==> src/rtl/arb_merge_2to1_pkg.sv <==
// Shared definitions for the 2:1 arbitrated merge: grant encoding,
// request-bus bit positions and the control FSM state encoding.
package arb_merge_2to1_pkg;

  // Grant encoding returned by the external arbiter
  localparam logic GNT_A = 1'b0;
  localparam logic GNT_B = 1'b1;

  // Bit positions inside the request bus
  localparam int REQ_A_IDX = 0;
  localparam int REQ_B_IDX = 1;

  // Request/grant/pop control sequence
  typedef enum logic [1:0] {
    ST_IDLE     = 2'd0,
    ST_WAIT_GNT = 2'd1,
    ST_POP      = 2'd2
  } state_t;

endpackage

==> src/rtl/arb_merge_2to1_fifo.sv <==
// sync_fifo_simple: small first-word-fall-through FIFO used as the per-stream
// input buffer. The head entry is visible on rd_data whenever !empty, so a
// pop can be captured by the consumer's register in the same cycle.
module sync_fifo_simple #(
  parameter int DATA_WIDTH = 32,
  parameter int FIFO_DEPTH = 2
) (
  input  logic                  clk,
  input  logic                  rst,
  input  logic                  wr_en,
  input  logic [DATA_WIDTH-1:0] wr_data,
  input  logic                  rd_en,
  output logic [DATA_WIDTH-1:0] rd_data,
  output logic                  full,
  output logic                  empty
);

  localparam int PTR_W = (FIFO_DEPTH > 1) ? $clog2(FIFO_DEPTH) : 1;
  localparam int CNT_W = $clog2(FIFO_DEPTH) + 1;

  logic [DATA_WIDTH-1:0] mem [FIFO_DEPTH];
  logic [PTR_W-1:0]      wr_ptr_reg;
  logic [PTR_W-1:0]      rd_ptr_reg;
  logic [CNT_W-1:0]      count_reg;
  logic                  push;
  logic                  pop;

  assign push    = wr_en && !full;
  assign pop     = rd_en && !empty;
  assign full    = (count_reg == CNT_W'(FIFO_DEPTH));
  assign empty   = (count_reg == '0);
  assign rd_data = mem[rd_ptr_reg];

  // Storage array; contents need no reset because the occupancy gates reads
  always_ff @(posedge clk) begin
    if (push) begin
      mem[wr_ptr_reg] <= wr_data;
    end
  end

  // Pointers wrap naturally because the depth is a power of two
  always_ff @(posedge clk) begin
    if (rst) begin
      wr_ptr_reg <= '0;
      rd_ptr_reg <= '0;
      count_reg  <= '0;
    end else begin
      if (push) wr_ptr_reg <= wr_ptr_reg + 1'b1;
      if (pop)  rd_ptr_reg <= rd_ptr_reg + 1'b1;
      case ({push, pop})
        2'b10:   count_reg <= count_reg + CNT_W'(1);
        2'b01:   count_reg <= count_reg - CNT_W'(1);
        default: count_reg <= count_reg;
      endcase
    end
  end

endmodule

==> src/rtl/arb_merge_2to1.sv <==
// arb_merge_2to1: buffers two input streams, requests the shared link from an
// external last-served arbiter, and forwards the granted beat through a
// registered output stage. Optional beat counters are enabled by defining
// ARB_MERGE_STATS_EN.
module arb_merge_2to1
  import arb_merge_2to1_pkg::*;
#(
  parameter int DATA_WIDTH = 32,
  parameter int FIFO_DEPTH = 2
) (
  input  logic                  clk,
  input  logic                  rst,
  input  logic                  i_en,
  input  logic [DATA_WIDTH-1:0] i_data_a,
  input  logic                  i_valid_a,
  output logic                  o_ready_a,
  input  logic [DATA_WIDTH-1:0] i_data_b,
  input  logic                  i_valid_b,
  output logic                  o_ready_b,
  output logic [1:0]            o_req_bus,
  output logic                  o_req_valid,
  input  logic                  i_grant_b,
  input  logic                  i_grant_valid,
  output logic [DATA_WIDTH-1:0] o_data,
  output logic                  o_valid,
  input  logic                  i_ready
`ifdef ARB_MERGE_STATS_EN
  ,
  output logic [15:0]           o_cnt_a,
  output logic [15:0]           o_cnt_b
`endif
);

  // Per-stream buffer signals, indexed by request-bus position
  logic [DATA_WIDTH-1:0] fifo_wdata [2];
  logic [DATA_WIDTH-1:0] fifo_rdata [2];
  logic [1:0]            fifo_push;
  logic [1:0]            fifo_pop;
  logic [1:0]            fifo_full;
  logic [1:0]            fifo_empty;

  state_t                state_reg, state_next;
  logic                  gnt_sel_reg, gnt_sel_next;
  logic                  pop_sel;
  logic                  pop_en;
  logic                  out_free;
  logic [DATA_WIDTH-1:0] o_data_reg;
  logic                  o_valid_reg;

  assign fifo_wdata[REQ_A_IDX] = i_data_a;
  assign fifo_wdata[REQ_B_IDX] = i_data_b;
  assign fifo_push[REQ_A_IDX]  = i_valid_a;
  assign fifo_push[REQ_B_IDX]  = i_valid_b;
  assign o_ready_a             = !fifo_full[REQ_A_IDX];
  assign o_ready_b             = !fifo_full[REQ_B_IDX];

  genvar gi;
  generate
    for (gi = 0; gi < 2; gi++) begin : g_fifo
      sync_fifo_simple #(
        .DATA_WIDTH (DATA_WIDTH),
        .FIFO_DEPTH (FIFO_DEPTH)
      ) u_fifo (
        .clk     (clk),
        .rst     (rst),
        .wr_en   (fifo_push[gi]),
        .wr_data (fifo_wdata[gi]),
        .rd_en   (fifo_pop[gi]),
        .rd_data (fifo_rdata[gi]),
        .full    (fifo_full[gi]),
        .empty   (fifo_empty[gi])
      );
    end
  endgenerate

  assign out_free = !o_valid_reg || i_ready;

  // A stale grant (granted buffer already empty) falls back to the other side
  always_comb begin
    pop_sel = gnt_sel_reg;
    if (gnt_sel_reg == GNT_A && fifo_empty[REQ_A_IDX]) pop_sel = GNT_B;
    if (gnt_sel_reg == GNT_B && fifo_empty[REQ_B_IDX]) pop_sel = GNT_A;
  end

  // Next-state and request/pop decode
  always_comb begin
    state_next   = state_reg;
    gnt_sel_next = gnt_sel_reg;
    o_req_valid  = 1'b0;
    o_req_bus    = 2'b00;
    pop_en       = 1'b0;
    case (state_reg)
      ST_IDLE: begin
        if (!rst && i_en && (fifo_empty != 2'b11)) begin
          o_req_valid          = 1'b1;
          o_req_bus[REQ_A_IDX] = !fifo_empty[REQ_A_IDX];
          o_req_bus[REQ_B_IDX] = !fifo_empty[REQ_B_IDX];
          state_next           = ST_WAIT_GNT;
        end
      end
      ST_WAIT_GNT: begin
        if (i_grant_valid) begin
          gnt_sel_next = i_grant_b;
          state_next   = ST_POP;
        end else begin
          state_next   = ST_IDLE;
        end
      end
      ST_POP: begin
        if (out_free) begin
          pop_en     = (fifo_empty != 2'b11);
          state_next = ST_IDLE;
        end
      end
      default: state_next = ST_IDLE;
    endcase
  end

  assign fifo_pop[REQ_A_IDX] = pop_en && (pop_sel == GNT_A);
  assign fifo_pop[REQ_B_IDX] = pop_en && (pop_sel == GNT_B);

  // FSM state and captured grant
  always_ff @(posedge clk) begin
    if (rst) begin
      state_reg   <= ST_IDLE;
      gnt_sel_reg <= GNT_A;
    end else begin
      state_reg   <= state_next;
      gnt_sel_reg <= gnt_sel_next;
    end
  end

  // Output stage: load on pop, hold under backpressure, drain on accept
  always_ff @(posedge clk) begin
    if (rst) begin
      o_data_reg  <= '0;
      o_valid_reg <= 1'b0;
    end else if (pop_en) begin
      o_data_reg  <= (pop_sel == GNT_B) ? fifo_rdata[REQ_B_IDX] : fifo_rdata[REQ_A_IDX];
      o_valid_reg <= 1'b1;
    end else if (i_ready) begin
      o_valid_reg <= 1'b0;
    end
  end

  assign o_data  = o_data_reg;
  assign o_valid = o_valid_reg;

`ifdef ARB_MERGE_STATS_EN
  logic [15:0] cnt_a_reg;
  logic [15:0] cnt_b_reg;

  // Forwarded-beat counters, wrapping at 16 bits
  always_ff @(posedge clk) begin
    if (rst) begin
      cnt_a_reg <= '0;
      cnt_b_reg <= '0;
    end else begin
      if (fifo_pop[REQ_A_IDX]) cnt_a_reg <= cnt_a_reg + 16'd1;
      if (fifo_pop[REQ_B_IDX]) cnt_b_reg <= cnt_b_reg + 16'd1;
    end
  end

  assign o_cnt_a = cnt_a_reg;
  assign o_cnt_b = cnt_b_reg;
`endif

endmodule

==> config.mk <==
export PLATFORM = sky130hd
export DESIGN_NAME = arb_merge_2to1
export DESIGN_NICKNAME = d
export VERILOG_FILES = /design/src/rtl/arb_merge_2to1_pkg.sv /design/src/rtl/arb_merge_2to1_fifo.sv /design/src/rtl/arb_merge_2to1.sv
export SDC_FILE = /design/constraint.sdc
export NUM_CORES = 1
export LEC_CHECK = 0
export ABC_AREA = 1
export BUFFER_PORTS_ARGS = -buffer_cell sky130_fd_sc_hd__buf_2
export CORE_MARGIN = 2
export CORE_UTILIZATION = 57
export DETAILED_ROUTE_END_ITERATION = 10
export PLACE_DENSITY = 0.8
export SYNTH_ARGS = -nofsm -noshare
export SYNTH_HDL_FRONTEND = slang
export SYNTH_SLANG_ARGS = --single-unit
==> constraint.sdc <==
create_clock -name clk -period 5.95 [get_ports clk]
set_clock_uncertainty 0.2 [all_clocks]
set_input_delay 0.2975 -clock clk [delete_from_list [all_inputs] [get_ports clk]]
set_output_delay 0.2975 -clock clk [all_outputs]
set_load 0.02 [all_outputs]
==> impl_metrics.yaml, run 1 <==
placed_design:
  io_buffers: 109
  hpwl_um: 9109
  gp_congestion: 0.7990
floorplan:
  rows: 40
  core_um2: 11860
  initial_utilization_pct: 57.82
  die_height_um: 113.7
  die_width_um: 113.7
  ios: 110
  die_area_um2: 12920
synth:
  syn_nets: 743
  synth_seq_cells: 174
  avgSynthCellArea_um2: 10.25
  ys_types: 19
  yosysMostFrequentCell: "nand2_1"
  yosysTopAreaCell: "edfxtp_1"
  synthArstFlopShare_pct: 0
  synthTopCellsByArea: "edfxtp_1, nand2_1, dfxtp_1, nand3_1, a21oi_1"
  syn_area_um2: 6858
  ys.flop_type: "edfxtp_1"
  ys.warnings.count: 0
  synth_edf_count: 128
  synth_top_area_share_pct: 56.05
  yosysSeqAreaShare_pct: 69.48
  netlist_top_cells_count: "nand2_1, edfxtp_1, nand3_1"
  synthCells: 669
clocking:
  post_cts_resized: 0
  clkTransAtPathRegs_ns: 0.06
  clock-sinks: 174
  cts_tree: "built"
  cts_buffers: 17
  clock-root-buffer: "clkbuf_16"
  clk_latency_ns: 0.43
  htree_levels: 4
  cts_buffer_depth: 2
timing:
  rsz0062_at_grt: "false"
  max_slew_margin_pct: 13.12
  fin_crit_sh_pct: 51.83
  worst_pin_slew_ns: 1.300
  finalHoldViolations: 0
  tns_ns: 0
  drv_slew: 0
  period_needed_ns: 3.084
  setup_viol: 0
  fmax_ghz: 0.3242
global_routing:
  gr-total-overflow: 0
  grt_pass1_wl_um: 25500
  use_met2_pct: 44.55
  met1_usage_pct: 31.50
  grtUsageTotal_pct: 26.05
  top_usage_layer: "met2"
  antenna_found_initial: 0
  grt_max_degree: 40
  grt_pass1_vias: 5422
  grtUsageMet3_pct: 5.685
cells_and_area:
  antenna_cells: 0
  largest_register_ffs: 128
  fill_cells: 813
  drive_above_1_share_pct: 16.88
  area_growth_pct: 26.73
  fin_util_pct: 73.27
  nets: 908
route:
  wl_um: 16060
  vias_per_cell: 5.373
  drc_errors: 0
  antenna_left: 0
  vias: 5341
  first_iter_violations: 375
  wl_per_cell_um: 16.16
  drt_pass1_iterations: 5
min_path:
  min_path_cells: 2
  hp-start: "o_data[28]"
  hold_class: "flip-flop to flip-flop"
worst_setup_path:
  criticalPathCategory: "flip-flop to flip-flop"
  path_cells: "inv_1, nand2_1, nand2_1, nand3_1, nand2_1, nand2_1, a21oi_1"
  cp_max_fo: 33
  cp.arrival_ns: 3.17
  cp-start-kind: "flip-flop"
  crit_family: "flip-flops"
  cp_slowest_cell: "dfxtp_1"
  crit_cells: 7
  reg2reg_depth: 7
  cpPeakStageDelay_ns: 1.16
  end_kind: "flip-flop"
  cp_common_cell: "nand2_1"
  required_ns: 6.03
  path_buf_inv: 1
status:
  status: "complete, no violations"
power:
  p_leak_uw: 0.003665
  pwr_density_cell_nw_per_um2: 306.5
  irDropWorstVdd_v: 0.0001945
job:
  maxCapViolations: 0
==> layout make-up <==
| type | count | area [um2] | area share, % |
|---|---|---|---|
| clock buffers | 23 | 447.9 | 5.154 |
| flip-flops and latches | 174 | 4765 | 54.82 |
| inverters | 13 | 48.80 | 0.5615 |
| well taps | 147 | 183.9 | 2.116 |
| clock inverters | 9 | 70.07 | 0.8062 |
| multi-input cells | 446 | 1904 | 21.91 |
| repair buffers | 182 | 1271 | 14.63 |
==> where the power goes <==
group | leakage [uW] | internal, uW | switching [uW] | total [uW]
logic | 0.00185 | 104 | 165 | 268
clock network | 0.000245 | 567 | 426 | 994
registers | 0.00157 | 1380 | 24.9 | 1400
total | 0.00366 | 2050 | 616 | 2660
==> cell families after synthesis <==
| kind of cell | count (synthesis) | share of synthesized area (%) |
|---|---|---|
| AO/OA/AOI/OAI | 48 | 3.503 |
| buffers and inverters | 49 | 3.302 |
| flip-flops | 174 | 69.48 |
| adder cells (fa/ha/maj) | 2 | 0.3648 |
| AND/OR/NAND/NOR | 394 | 23.10 |
| XOR/XNOR | 2 | 0.2555 |
==> tightest hold or removal path, cell delays in order (launching register included) <==
cell	delay, ns
dfxtp_1	0.31
nand2_1	0.06
a21oi_1	0.05
==> per-stage QoR <==
| step | hold WS, ns | cells | worst slack, ns | cell area [um2] | total power (uW) |
|---|---|---|---|---|---|
| finish | 0.2620 | 994 | 2.866 | 8691 | 2664 |
| global route | 0.2816 | 994 | 2.562 | 8691 | 2758 |
| CTS | 0.2566 | 994 | 2.935 | 8691 | 2669 |
| detailed placement | 0.2536 | 891 | 2.904 | 7462 | 1654 |
| global placement | 0.2487 | 891 | 2.888 | 7462 | 1644 |
| floorplan | 0.1964 | 669 | 3.160 | 6858 | 1570 |
==> path summary, 6_finish.rpt <==
path	to	slack, ns
max reg2reg	o_data[6]	2.87
max	o_data[6]	2.87
min reg2reg	o_data[28]	0.26
min	o_data[28]	0.26
==> cells in the final DEF (no fill, tap or decap), drive strengths merged, types with 2 or more instances in the layout <==
cell type	n
nor3	4
xor2	2
nand2	302
clkinvlp	2
and3	2
o21ai	5
a21oi	43
ha	2
buf	111
edfxtp	128
nand3	68
clkbuf	23
nor2	18
inv	13
dlygate4sd3	71
dfxtp	46
clkinv	6
==> routing by layer <==
layer | share of wire (%) | up-vias
li1 | - | 2564
met1 | 39 | 2492
met2 | 51 | 240
met3 | 7.7 | 45
met4 | 2.5 | 0
met5 | 0 | -
==> what timing repair did <==
action                                  in CTS  in global routing
endpoints found under the setup margin       0                  0
endpoints found under the hold margin      134                  0
setup buffers                                0                  0
hold buffers                                71                  0
Note: power is estimated with default switching activity, not from simulation.
==> run 2, diff against run 1 <==
Settings changed: CORE_UTILIZATION 57 to 51, PLACE_DENSITY 0.8 to 0.76.
Clock period 5.95 ns to 2.82 ns, I/O delays scaled along.
==> impl_metrics.yaml, run 2 (same netlist as run 1, synthesis figures left out) <==
power:
  power_uw: 5811
  pwr_density_cell_nw_per_um2: 651.3
  irDropWorstVdd_v: 0.0004380
  p_leak_uw: 0.003772
clocking:
  htree_levels: 4
  clock-sinks: 174
  clock-root-buffer: "clkbuf_16"
  post_cts_buffers: 0
  clk_latency_ns: 0.43
  cts_buffer_depth: 2
  post_cts_resized: 0
  cts_buffers: 17
  cts_tree: "built"
  clkTransAtPathRegs_ns: 0.06
floorplan:
  die_width_um: 120.0
  ios: 110
  rows: 42
  initial_utilization_pct: 51.99
  die_area_um2: 14390
  die_height_um: 120.0
  core_um2: 13190
worst_setup_path:
  end_kind: "flip-flop"
  required_ns: 2.99
  cp_common_cell: "dlygate4sd3_1"
  path_cells: "dlygate4sd3_1, buf_2, inv_1, o21ai_0, dlygate4sd3_1, a21oi_1, dlygate4sd3_1"
  criticalPathCategory: "input port to flip-flop"
  cp-start-kind: "input port"
  cpPeakStageDelay_ns: 0.56
  cp.arrival_ns: 2.31
  cp_max_fo: 6
  cp_slowest_cell: "dlygate4sd3_1"
cells_and_area:
  largest_register_ffs: 128
  mostFrequentLayoutCells: "nand2_1, edfxtp_1, buf_2, dlygate4sd3_1, nand3_1"
  antenna_cells: 0
  area_growth_pct: 30.09
  regArea_um2: 4765
  multiInputGateArea_um2: 1904
  drive_above_1_share_pct: 19.33
  final_common_cell: "nand2_1"
  nets: 925
  fill_cells: 995
timing:
  period_needed_ns: 2.134
  drv_slew: 0
  tns_ns: 0
  setup_viol: 0
  finalHoldViolations: 0
  fmax_ghz: 0.4686
  hold_slack_ns: 0.2266
  max_slew_margin_pct: 46.89
  rsz0062_at_grt: "false"
  fin_crit_sh_pct: 75.68
  worst_pin_slew_ns: 0.7957
route:
  drc_errors: 0
  drt_pass1_iterations: 5
  wl_um: 16800
  wl_per_cell_um: 16.15
  vias_per_cell: 5.250
  antenna_left: 0
  vias: 5460
  first_iter_violations: 482
global_routing:
  gr-total-overflow: 0
  grt_pass1_vias: 5495
  grt_max_degree: 39
  grtUsageTotal_pct: 24.25
  grt_pass1_wl_um: 26590
  antenna_found_initial: 0
status:
  status: "complete, no violations"
min_path:
  hold_class: "input port to flip-flop"
placed_design:
  io_buffers: 109
  gp_congestion: 0.7950
  hpwl_um: 10370
job:
  maxCapViolations: 0
run 2: cell types whose count changed in the layout (fill, tap and decap cells not counted), sizes merged:
cell and delta:
clkbuf -2, clkinvlp +2, clkinv -1, buf +15
dlygate4sd3 +2, inv +1
run 2: final timing paths:
path	start	to	slack, ns	depth (start not counted)
max	rst	gnt_sel_reg	0.69	7
min	i_data_b[18]	g_fifo[1].u_fifo.mem[1][18]	0.23	2
max reg2reg	state_reg[1]	gnt_sel_reg	0.71	6
min reg2reg	o_data[26]	o_data[26]	0.27	2
run 2: timing repair:
item,in CTS,in global routing
hold buffers,73,0
endpoints found under the hold margin,140,0
endpoints found under the setup margin,0,0
run 2: final cells by class:
class | instances | area share [%]
well taps | 176 | 2.468
repair buffers | 199 | 15.74
clock buffers | 21 | 5.273
multi-input cells | 446 | 21.35
inverters | 13 | 0.5470
clock inverters | 11 | 1.220
flip-flops and latches | 174 | 53.41
run 2: where the power goes:
group | switching (uW) | leakage [uW] | internal (uW)
clock | 971 | 0.000272 | 1290
combinational | 366 | 0.00193 | 234
sequential | 47.0 | 0.00157 | 2900
total | 1380 | 0.00377 | 4430
run 2: through the flow:
step,cells,utilization [%],cell area [um2],worst slack (ns)
finish,1040,67.63,8921,0.6858
global route,1040,67.63,8921,0.5478
CTS,1040,67.63,8921,0.7201
detailed placement,935,57.70,7611,0.7715
global placement,935,57.70,7611,0.8642
floorplan,669,-,6858,0.03014
run 2: worst max-delay path, delay by kind of cell:
family,cells,cell delay (ns)
AO/OA/AOI/OAI,2,0.21
buffers and inverters,5,1.94
run 2: metal layers:
layer / up-vias / share of wire [%] / track usage (%)
met5: - / 0 / 0
met3: 39 / 7.7 / 4.895
met1: 2552 / 41 / 30.43
met2: 266 / 49 / 40.34
met4: 0 / 2.6 / 11.54
li1: 2603 / - / -
